**src/rtl/cube_facelet_sampler_if.sv**
```systemverilog
// Pixel-stream, window-origin and averaged-colour signals shared between
// the CCD front end, the facelet sampler and the overlay stage.
interface cube_facelet_sampler_if #(
  parameter int PIX_W = 10
);
  logic             iFrame_Start;
  logic             iDVAL;
  logic [9:0]       iX;
  logic [9:0]       iY;
  logic [PIX_W-1:0] iR;
  logic [PIX_W-1:0] iG;
  logic [PIX_W-1:0] iB;
  logic [9:0]       CubeX;
  logic [9:0]       CubeY;
  logic             iHold;
  logic [7:0]       Color_R;
  logic [7:0]       Color_G;
  logic [7:0]       Color_B;
  logic             oColor_Valid;
  logic             oSample_Err;
  logic             oBusy;

  // Sampler side: consumes the stream, produces the held colour.
  modport slave (
    input  iFrame_Start, iDVAL, iX, iY, iR, iG, iB, CubeX, CubeY, iHold,
    output Color_R, Color_G, Color_B, oColor_Valid, oSample_Err, oBusy
  );

  // Source side: drives the stream, observes the colour.
  modport master (
    output iFrame_Start, iDVAL, iX, iY, iR, iG, iB, CubeX, CubeY, iHold,
    input  Color_R, Color_G, Color_B, oColor_Valid, oSample_Err, oBusy
  );
endinterface

```
**src/rtl/cube_facelet_sampler.sv**
```systemverilog
// Box-filters the pixels inside a 2^LOG2_WIN square window once per frame
// and presents the truncated 8-bit mean of each colour channel. The result
// registers only change on the single update edge so the overlay never tears.
module cube_facelet_sampler #(
  parameter int LOG2_WIN = 3,
  parameter int PIX_W    = 10
) (
  input logic                  iCLK,
  input logic                  iRST_N,
  cube_facelet_sampler_if.slave bus
);
  localparam int N     = 1 << LOG2_WIN;
  localparam int SUM_W = PIX_W + 2 * LOG2_WIN;
  localparam int CNT_W = 2 * LOG2_WIN + 1;
  localparam logic [CNT_W-1:0] LAST_CNT = CNT_W'(N * N - 1);

  typedef enum logic [1:0] {IDLE, ACCUM, DONE} state_t;

  state_t           state_reg, state_next;
  logic [9:0]       wx_reg, wx_next;
  logic [9:0]       wy_reg, wy_next;
  logic [SUM_W-1:0] sum_r_reg, sum_r_next;
  logic [SUM_W-1:0] sum_g_reg, sum_g_next;
  logic [SUM_W-1:0] sum_b_reg, sum_b_next;
  logic [CNT_W-1:0] count_reg, count_next;
  logic [7:0]       color_r_reg, color_r_next;
  logic [7:0]       color_g_reg, color_g_next;
  logic [7:0]       color_b_reg, color_b_next;
  logic             valid_reg, valid_next;
  logic             err_reg, err_next;

  // Window bounds at 11 bits: a window past column/row 1023 can never fill.
  logic [10:0] x_lo, x_hi, y_lo, y_hi, px, py;
  logic        pixel_hit;

  assign x_lo = {1'b0, wx_reg};
  assign y_lo = {1'b0, wy_reg};
  assign x_hi = x_lo + 11'(N - 1);
  assign y_hi = y_lo + 11'(N - 1);
  assign px   = {1'b0, bus.iX};
  assign py   = {1'b0, bus.iY};
  assign pixel_hit = bus.iDVAL && (px >= x_lo) && (px <= x_hi) &&
                     (py >= y_lo) && (py <= y_hi);

  // State, window origin, accumulators and held result registers.
  always_ff @(posedge iCLK or negedge iRST_N) begin
    if (!iRST_N) begin
      state_reg   <= IDLE;
      wx_reg      <= '0;
      wy_reg      <= '0;
      sum_r_reg   <= '0;
      sum_g_reg   <= '0;
      sum_b_reg   <= '0;
      count_reg   <= '0;
      color_r_reg <= '0;
      color_g_reg <= '0;
      color_b_reg <= '0;
      valid_reg   <= 1'b0;
      err_reg     <= 1'b0;
    end else begin
      state_reg   <= state_next;
      wx_reg      <= wx_next;
      wy_reg      <= wy_next;
      sum_r_reg   <= sum_r_next;
      sum_g_reg   <= sum_g_next;
      sum_b_reg   <= sum_b_next;
      count_reg   <= count_next;
      color_r_reg <= color_r_next;
      color_g_reg <= color_g_next;
      color_b_reg <= color_b_next;
      valid_reg   <= valid_next;
      err_reg     <= err_next;
    end
  end

  // Next-state logic: a frame start always beats a coincident pixel, and a
  // frame start seen in DONE is dropped so that frame is skipped.
  always_comb begin
    state_next   = state_reg;
    wx_next      = wx_reg;
    wy_next      = wy_reg;
    sum_r_next   = sum_r_reg;
    sum_g_next   = sum_g_reg;
    sum_b_next   = sum_b_reg;
    count_next   = count_reg;
    color_r_next = color_r_reg;
    color_g_next = color_g_reg;
    color_b_next = color_b_reg;
    valid_next   = 1'b0;
    err_next     = 1'b0;
    case (state_reg)
      IDLE: begin
        if (bus.iFrame_Start && !bus.iHold) begin
          wx_next    = bus.CubeX;
          wy_next    = bus.CubeY;
          sum_r_next = '0;
          sum_g_next = '0;
          sum_b_next = '0;
          count_next = '0;
          state_next = ACCUM;
        end
      end
      ACCUM: begin
        if (bus.iFrame_Start) begin
          err_next = 1'b1;
          if (!bus.iHold) begin
            wx_next    = bus.CubeX;
            wy_next    = bus.CubeY;
            sum_r_next = '0;
            sum_g_next = '0;
            sum_b_next = '0;
            count_next = '0;
          end else begin
            state_next = IDLE;
          end
        end else if (pixel_hit) begin
          sum_r_next = sum_r_reg + SUM_W'(bus.iR);
          sum_g_next = sum_g_reg + SUM_W'(bus.iG);
          sum_b_next = sum_b_reg + SUM_W'(bus.iB);
          count_next = count_reg + 1'b1;
          if (count_reg == LAST_CNT) state_next = DONE;
        end
      end
      DONE: begin
        color_r_next = sum_r_reg[SUM_W-1 -: 8];
        color_g_next = sum_g_reg[SUM_W-1 -: 8];
        color_b_next = sum_b_reg[SUM_W-1 -: 8];
        valid_next   = 1'b1;
        state_next   = IDLE;
      end
      default: state_next = IDLE;
    endcase
  end

  assign bus.Color_R      = color_r_reg;
  assign bus.Color_G      = color_g_reg;
  assign bus.Color_B      = color_b_reg;
  assign bus.oColor_Valid = valid_reg;
  assign bus.oSample_Err  = err_reg;
  assign bus.oBusy        = (state_reg == ACCUM);
endmodule

```
**src/flat_wrapper.sv**
```systemverilog
// flat-port wrapper written by rule: the top's interface ports become plain ports
module cube_facelet_sampler_flat 
#(
  parameter int LOG2_WIN = 3,
  parameter int PIX_W    = 10
)
  (iCLK, iRST_N, bus_iFrame_Start, bus_iDVAL, bus_iX, bus_iY, bus_iR, bus_iG, bus_iB, bus_CubeX, bus_CubeY, bus_iHold, bus_Color_R, bus_Color_G, bus_Color_B, bus_oColor_Valid, bus_oSample_Err, bus_oBusy);
  cube_facelet_sampler_if #(.PIX_W(PIX_W)) bus_i ();
  input logic iCLK;
  input logic iRST_N;
  input wire logic [$bits(bus_i.iFrame_Start)-1:0] bus_iFrame_Start;
  input wire logic [$bits(bus_i.iDVAL)-1:0] bus_iDVAL;
  input wire logic [$bits(bus_i.iX)-1:0] bus_iX;
  input wire logic [$bits(bus_i.iY)-1:0] bus_iY;
  input wire logic [$bits(bus_i.iR)-1:0] bus_iR;
  input wire logic [$bits(bus_i.iG)-1:0] bus_iG;
  input wire logic [$bits(bus_i.iB)-1:0] bus_iB;
  input wire logic [$bits(bus_i.CubeX)-1:0] bus_CubeX;
  input wire logic [$bits(bus_i.CubeY)-1:0] bus_CubeY;
  input wire logic [$bits(bus_i.iHold)-1:0] bus_iHold;
  output wire logic [$bits(bus_i.Color_R)-1:0] bus_Color_R;
  output wire logic [$bits(bus_i.Color_G)-1:0] bus_Color_G;
  output wire logic [$bits(bus_i.Color_B)-1:0] bus_Color_B;
  output wire logic [$bits(bus_i.oColor_Valid)-1:0] bus_oColor_Valid;
  output wire logic [$bits(bus_i.oSample_Err)-1:0] bus_oSample_Err;
  output wire logic [$bits(bus_i.oBusy)-1:0] bus_oBusy;
  assign bus_i.iFrame_Start = bus_iFrame_Start;
  assign bus_i.iDVAL = bus_iDVAL;
  assign bus_i.iX = bus_iX;
  assign bus_i.iY = bus_iY;
  assign bus_i.iR = bus_iR;
  assign bus_i.iG = bus_iG;
  assign bus_i.iB = bus_iB;
  assign bus_i.CubeX = bus_CubeX;
  assign bus_i.CubeY = bus_CubeY;
  assign bus_i.iHold = bus_iHold;
  assign bus_Color_R = bus_i.Color_R;
  assign bus_Color_G = bus_i.Color_G;
  assign bus_Color_B = bus_i.Color_B;
  assign bus_oColor_Valid = bus_i.oColor_Valid;
  assign bus_oSample_Err = bus_i.oSample_Err;
  assign bus_oBusy = bus_i.oBusy;
  cube_facelet_sampler #(.LOG2_WIN(LOG2_WIN), .PIX_W(PIX_W)) u_core (.iCLK(iCLK), .iRST_N(iRST_N), .bus(bus_i));
endmodule
```
**config.mk**
```make
export PLATFORM = sky130hd
export DESIGN_NAME = cube_facelet_sampler_flat
export DESIGN_NICKNAME = d
export VERILOG_FILES = /design/src/rtl/cube_facelet_sampler_if.sv /design/src/rtl/cube_facelet_sampler.sv /design/src/flat_wrapper.sv
export SDC_FILE = /design/constraint.sdc
export NUM_CORES = 1
export LEC_CHECK = 0
export CORE_ASPECT_RATIO = 0.8
export CORE_MARGIN = 3
export CORE_UTILIZATION = 37
export CTS_CLUSTER_SIZE = 14
export DETAILED_ROUTE_END_ITERATION = 16
export PLACE_DENSITY = 0.54
export SYNTH_ARGS = -nofsm -noshare
export SYNTH_HDL_FRONTEND = slang
export SYNTH_SLANG_ARGS = --single-unit
```
**constraint.sdc**
```tcl
create_clock -name iCLK -period 9.2 [get_ports iCLK]
set_clock_uncertainty 0.15 [all_clocks]
set_input_delay 0.92 -clock iCLK [delete_from_list [all_inputs] [get_ports iCLK]]
set_output_delay 0.92 -clock iCLK [all_outputs]
set_load 0.1 [all_outputs]
```
# Yosys cells after proc, flatten, opt, wreduce, memory -nomap -nowiden

Cells that the tools add are included.

Input bits: 75
Word-level logic and storage cells: 76
Output and inout port bits: 27
Flip-flop bits (word level): 103

Eq/ne operators: 10
Magnitude comparators: 4
$add $sub $neg: 6
Multiplexer cells: 33
Reduce and logical (&&, ||, !) cells: 11

Operators by type and width:

| operator                | number |
|---|---|
| $mux W16                | 8 |
| $pmux W16 S2            | 3 |
| $mux W10                | 6 |
| $add A16 B10 Y16        | 3 |
| $pmux W10 S2            | 2 |
| $mux W7                 | 4 |
| $add A10 B3 Y11 const B | 2 |
| $le A10 B11 Y1          | 2 |
| $ge A10 B10 Y1          | 2 |
| $pmux W7 S2             | 1 |
| $reduce_and A4 Y1       | 3 |
| $mux W2                 | 5 |
| $add A7 B1 Y7 const B   | 1 |
| $eq A7 B6 Y1 const B    | 1 |
| $ne A3 B2 Y1 const B    | 2 |
| $ne A3 B3 Y1 const B    | 2 |
| $logic_and A1 B1 Y1     | 5 |
| $ne A2 B2 Y1 const B    | 2 |
| $pmux W2 S2             | 1 |
| $mux W1                 | 3 |
| $eq A2 B1 Y1 const B    | 1 |
| $eq A2 B2 Y1 const B    | 1 |
| $logic_not A2 Y1        | 1 |
| $ne A2 B1 Y1 const B    | 1 |
| 2 further kinds         | 2 |

# Longest topological paths before layout

Word-level depth: 8
Gate-level depth with buffers: 16
Mapped depth without buffers: 14

# Worst setup path before layout

OpenSTA, ideal clock, no wires.

Path kind: flip-flop to flip-flop
From: register u_core.state_reg[1]
To: register u_core.sum_r_reg[2]
Cell stages (with the launch flop): 9
Arrival: 3.141 ns
Period minus slack after synthesis: 3.436 ns
Required time: 8.905 ns
Setup slack: 5.764 ns
Library setup time: 0.145 ns
Cells stage by stage: dfrtp_1 -> nor2b_1 -> and2_1 -> clkbuf_1 -> nand4_2 -> buf_2 -> clkbuf_1 -> nand3_1 -> o31ai_2

Longest elaborated chain between the ends: 3

RTL lines:

| item                                                  | RTL line                   | RTL |
|---|---|---|
| start, declared                                       | cube_facelet_sampler.sv:19 | `state_t state_reg, state_next;` |
| start signal, assigned                                | cube_facelet_sampler.sv:61 | `state_reg <= state_next;` |
| $eq A2 B1 Y1 *                                        | n/a                        |  |
| named net bus_oBusy                                   | flat_wrapper.sv:26         | `output wire logic [$bits(bus_i.oBusy)-1:0] bus_oBusy;` |
| $ne A3 B3 Y1 (no source line) (tied with other cells) | n/a                        |  |
| $reduce_and A4 Y1 (no source line)                    | n/a                        |  |
| end signal, assigned                                  | cube_facelet_sampler.sv:64 | `sum_r_reg <= sum_r_next;` |
| end, declared                                         | cube_facelet_sampler.sv:22 | `logic [SUM_W-1:0] sum_r_reg, sum_r_next;` |

The timed path passes the listed nets; every way through them passes the cells marked *.
A chain may end at the register's enable or synchronous reset.

# Worst setup path after layout

From: input bus_iX[7]
To: register u_core.sum_r_reg[1]

Longest elaborated chain between the ends: 7

RTL lines:

| item                                 | RTL line                   | RTL |
|---|---|---|
| start, declared                      | flat_wrapper.sv:13         | `input wire logic [$bits(bus_i.iX)-1:0] bus_iX;` |
| $ge A10 B10 Y1                       | cube_facelet_sampler.sv:42 | `assign pixel_hit = bus.iDVAL && (px >= x_lo) && (px <= x_hi) &&` |
| $logic_and A1 B1 Y1                  | cube_facelet_sampler.sv:42 |  |
| $logic_and A1 B1 Y1 * (2 in series)  | cube_facelet_sampler.sv:42 |  |
| $logic_and A1 B1 Y1 *                | cube_facelet_sampler.sv:43 | `(py >= y_lo) && (py <= y_hi);` |
| $ne A3 B2 Y1 (no source line) *      | n/a                        |  |
| $reduce_and A4 Y1 (no source line) * | n/a                        |  |

Every way passes the cells marked *; elsewhere a longest branch is shown, timed or not.

==> reports/summary.txt <==
Status: complete, no violations
Max clock buf depth: 2
Total clock sinks: 103
PostCTS Resize Cnt: 0
Final hold violations: 0
Ports: 102
Clock Latency Late Sink: 0.35 ns
Seq. cell area: 0.00258 mm2
Cell area after layout: 0.00834 mm2
Max FO, Critical Path: 38
Async S/R FF share, synth: 100%
First-pass iteration count of the detailed router: 4
Max Fclk: 224 MHz
Largest net degree at the start of global routing: 63
Critical setup path kind: in -> reg
Post-Route WL: 17.0 mm
WP data arrival: 4.49 ns
H-tree levels: 3
Leakage: 3.77 nW
Yosys reg bits: 103
Final period utilization: 48.5%
Vias per inst: 5.40
RSZ-0062 raised after global routing: no
Hpwl dp: 12.3 mm
Min-Delay Path Class: reg -> reg
Grt ovf: 0
Cell Area, Synth: 0.00680 mm2
CP startpoint kind: primary input
Initial antenna violation count: 0
Total GRT Usage: 17.4%
Min Tclk post-route: 4.46 ns
Worst-path cell chain: clkdlybuf4s50_1 -> ha_1 -> and4_1 -> o211a_1 -> a2111oi_0 -> a311oi_2 -> and4_4 -> nor2_4 -> o21ai_0
Share of layout cells above drive strength 1: 8.80%
First-pass GRT wire length: 28.1 mm
TritonCTS buffer count: 9
Finish-stage setup viols: 0
Slowest CP cell: nor2_4
Worst EP required: 9.23 ns
Root Buffer: clkbuf_16
Post-synthesis cell type count: 62
Critical path's largest stage delay: 0.92 ns
Routed vias: 5570
Worst slew margin: 18.6%
Setup Buffers After CTS: 0
Filler Cells Inserted: 1631
Most used DFF post-synth: dfrtp_1
Multi-input gate area: 0.00397 mm2
Pwr per Cell Area: 152 mW/mm2
Syn nets: 862
Die area: 0.0201 mm2
Setup TNS Final: 0 ns
Dpl cell area: 0.00802 mm2
Layout area overhead: 22.6%
Area of the core: 0.0177 mm2
Post-route antenna net violation count: 0
Iter 0 DRT Violations: 268
Final-stage net count: 953
Post-route DRC violation count: 0
GP Congestion: 0.862
Max VDD drop: 0.115 mV
Cells after synthesis: 711
Die Y: 127 um
WP buf/inv: 1
Input/output buffers: 101
Mean routed wirelength per cell: 16.5 um
CTS tree: built
Setup crit end kind: flop
MaxCap Viol Count: 0
Post-synth EDFFs: 0
Vias in the first global route: 5472
Family with the most delay on the worst path: simple AND/OR/NAND/NOR gates
Total number of yosys warnings: 0
Post-CTS Hold Buffers: 0
Starting density of the core: 38.4%
Syn Area/Cell: 9.57 um2
Final Max Slew Viols: 0
Floorplan die width: 158 um
CTS clock-pin slew for the worst setup and hold paths: 0.07 ns
N_diodes: 0
Seq/Total Area, Yosys: 37.9%
Worst slew pin tran: 1.22 ns
Rows: 43
layout by cell type, fill, tap and decap left out, types with 5 or more instances in the layout:
| cell | n |
|---|---|
| xor2_1 | 15 |
| nor2_1 | 21 |
| o21a_1 | 7 |
| o211ai_1 | 9 |
| nand2_1 | 65 |
| ha_1 | 73 |
| and3_1 | 11 |
| o21ai_0 | 54 |
| a211oi_1 | 5 |
| nor3_1 | 11 |
| clkdlybuf4s50_1 | 100 |
| nand3_1 | 64 |
| nand4_1 | 5 |
| o31ai_1 | 7 |
| nor2b_1 | 8 |
| a21oi_1 | 40 |
| inv_1 | 38 |
| clkbuf_16 | 9 |
| mux2_2 | 18 |
| or3_1 | 7 |
| a21o_1 | 10 |
| dfrtp_1 | 103 |
| xnor2_1 | 24 |
| buf_4 | 7 |
| a31oi_1 | 8 |
| o31ai_2 | 18 |
| o22ai_1 | 5 |
cells by family after synthesis:
logic type	synth area share [%]
xor+xnor	5.02
fa+ha+maj	14.3
buf+inv	3.97
mux	2.98
compound gates	20.2
simple gates	15.7
flops	37.9
cells in the mapped netlist, types with 18 or more instances:
library cell / count / area [um2]
nand2_1: 65 / 244
nand3_1: 64 / 320
inv_1: 38 / 143
a21oi_1: 40 / 200
dfrtp_1: 103 / 2580
ha_1: 73 / 913
mux2_2: 18 / 203
o21ai_0: 54 / 270
o31ai_2: 18 / 225
nor2_1: 21 / 78.8
xnor2_1: 24 / 210
metrics by stage:
| step | instances | worst slack [ns] | utilization [%] | hold slack [ns] | power (W) |
|---|---|---|---|---|---|
| 2_1_floorplan | 711 | 5.76 | - | 0.301 | 0.000747 |
| 3_3_place_gp | 1016 | 4.56 | 45.3 | 0.316 | 0.000849 |
| 3_5_place_dp | 1016 | 4.37 | 45.3 | 0.320 | 0.000859 |
| 4_1_cts | 1032 | 4.75 | 47.1 | 0.336 | 0.00129 |
| 5_1_grt | 1032 | 4.56 | 47.1 | 0.373 | 0.00135 |
| 6_report | 1032 | 4.74 | 47.1 | 0.334 | 0.00127 |
worst reg2reg max path, cell delays in order, from the launching register on:
cell      delay, ns
dfrtp_1        0.39
inv_1          0.08
ha_1           0.23
nor2b_1        0.18
nor2_1         0.17
nand3_1        0.12
xnor2_1        0.15
ha_1           0.32
o21a_1         0.12
o21ai_0        0.07
a211oi_1       0.25
o41ai_1        0.19
and4_4         0.30
nor2_4         0.93
o21ai_0        0.27
final cells by class:
type                    count  share of cell area [%]
well taps                 225                    3.37
flip-flops and latches    103                    30.9
repair buffers            107                    12.6
clock inverters             7                    1.14
inverters                  38                    1.71
multi-input cells         543                    47.5
clock buffers               9                    2.70
path summary, 6_finish.rpt:
kind / cells after the start / endpoint / startpoint / slack [ns]
max: 9 / u_core.sum_r_reg[1] / bus_iX[7] / 4.74
min: 2 / u_core.bus.Color_B[2] / u_core.bus.Color_B[2] / 0.33
max reg2reg: 14 / u_core.sum_r_reg[1] / u_core.wx_reg[0] / 5.13
min reg2reg: 2 / u_core.bus.Color_B[2] / u_core.bus.Color_B[2] / 0.33
max in group asynchronous: 2 / u_core.sum_b_reg[12] / iRST_N / 7.27
min in group asynchronous: 1 / u_core.wy_reg[2] / iRST_N / 0.40
power breakdown:
part	total, W	switching, W	internal, W
Clock	0.000416	0.000177	0.000240
Sequential	0.000507	0.0000244	0.000482
Combinational	0.000344	0.000193	0.000151
per-layer routing:
layer | share of wire, % | global-route usage (%) | vias to the layer above
met5 | 0 | 0 | -
li1 | - | - | 2800
met1 | 48 | 24.1 | 2650
met3 | 3.9 | 3.56 | 11
met4 | 0.97 | 3.88 | 0
met2 | 47 | 28.2 | 109
Note: power is estimated with default switching activity, not from simulation.
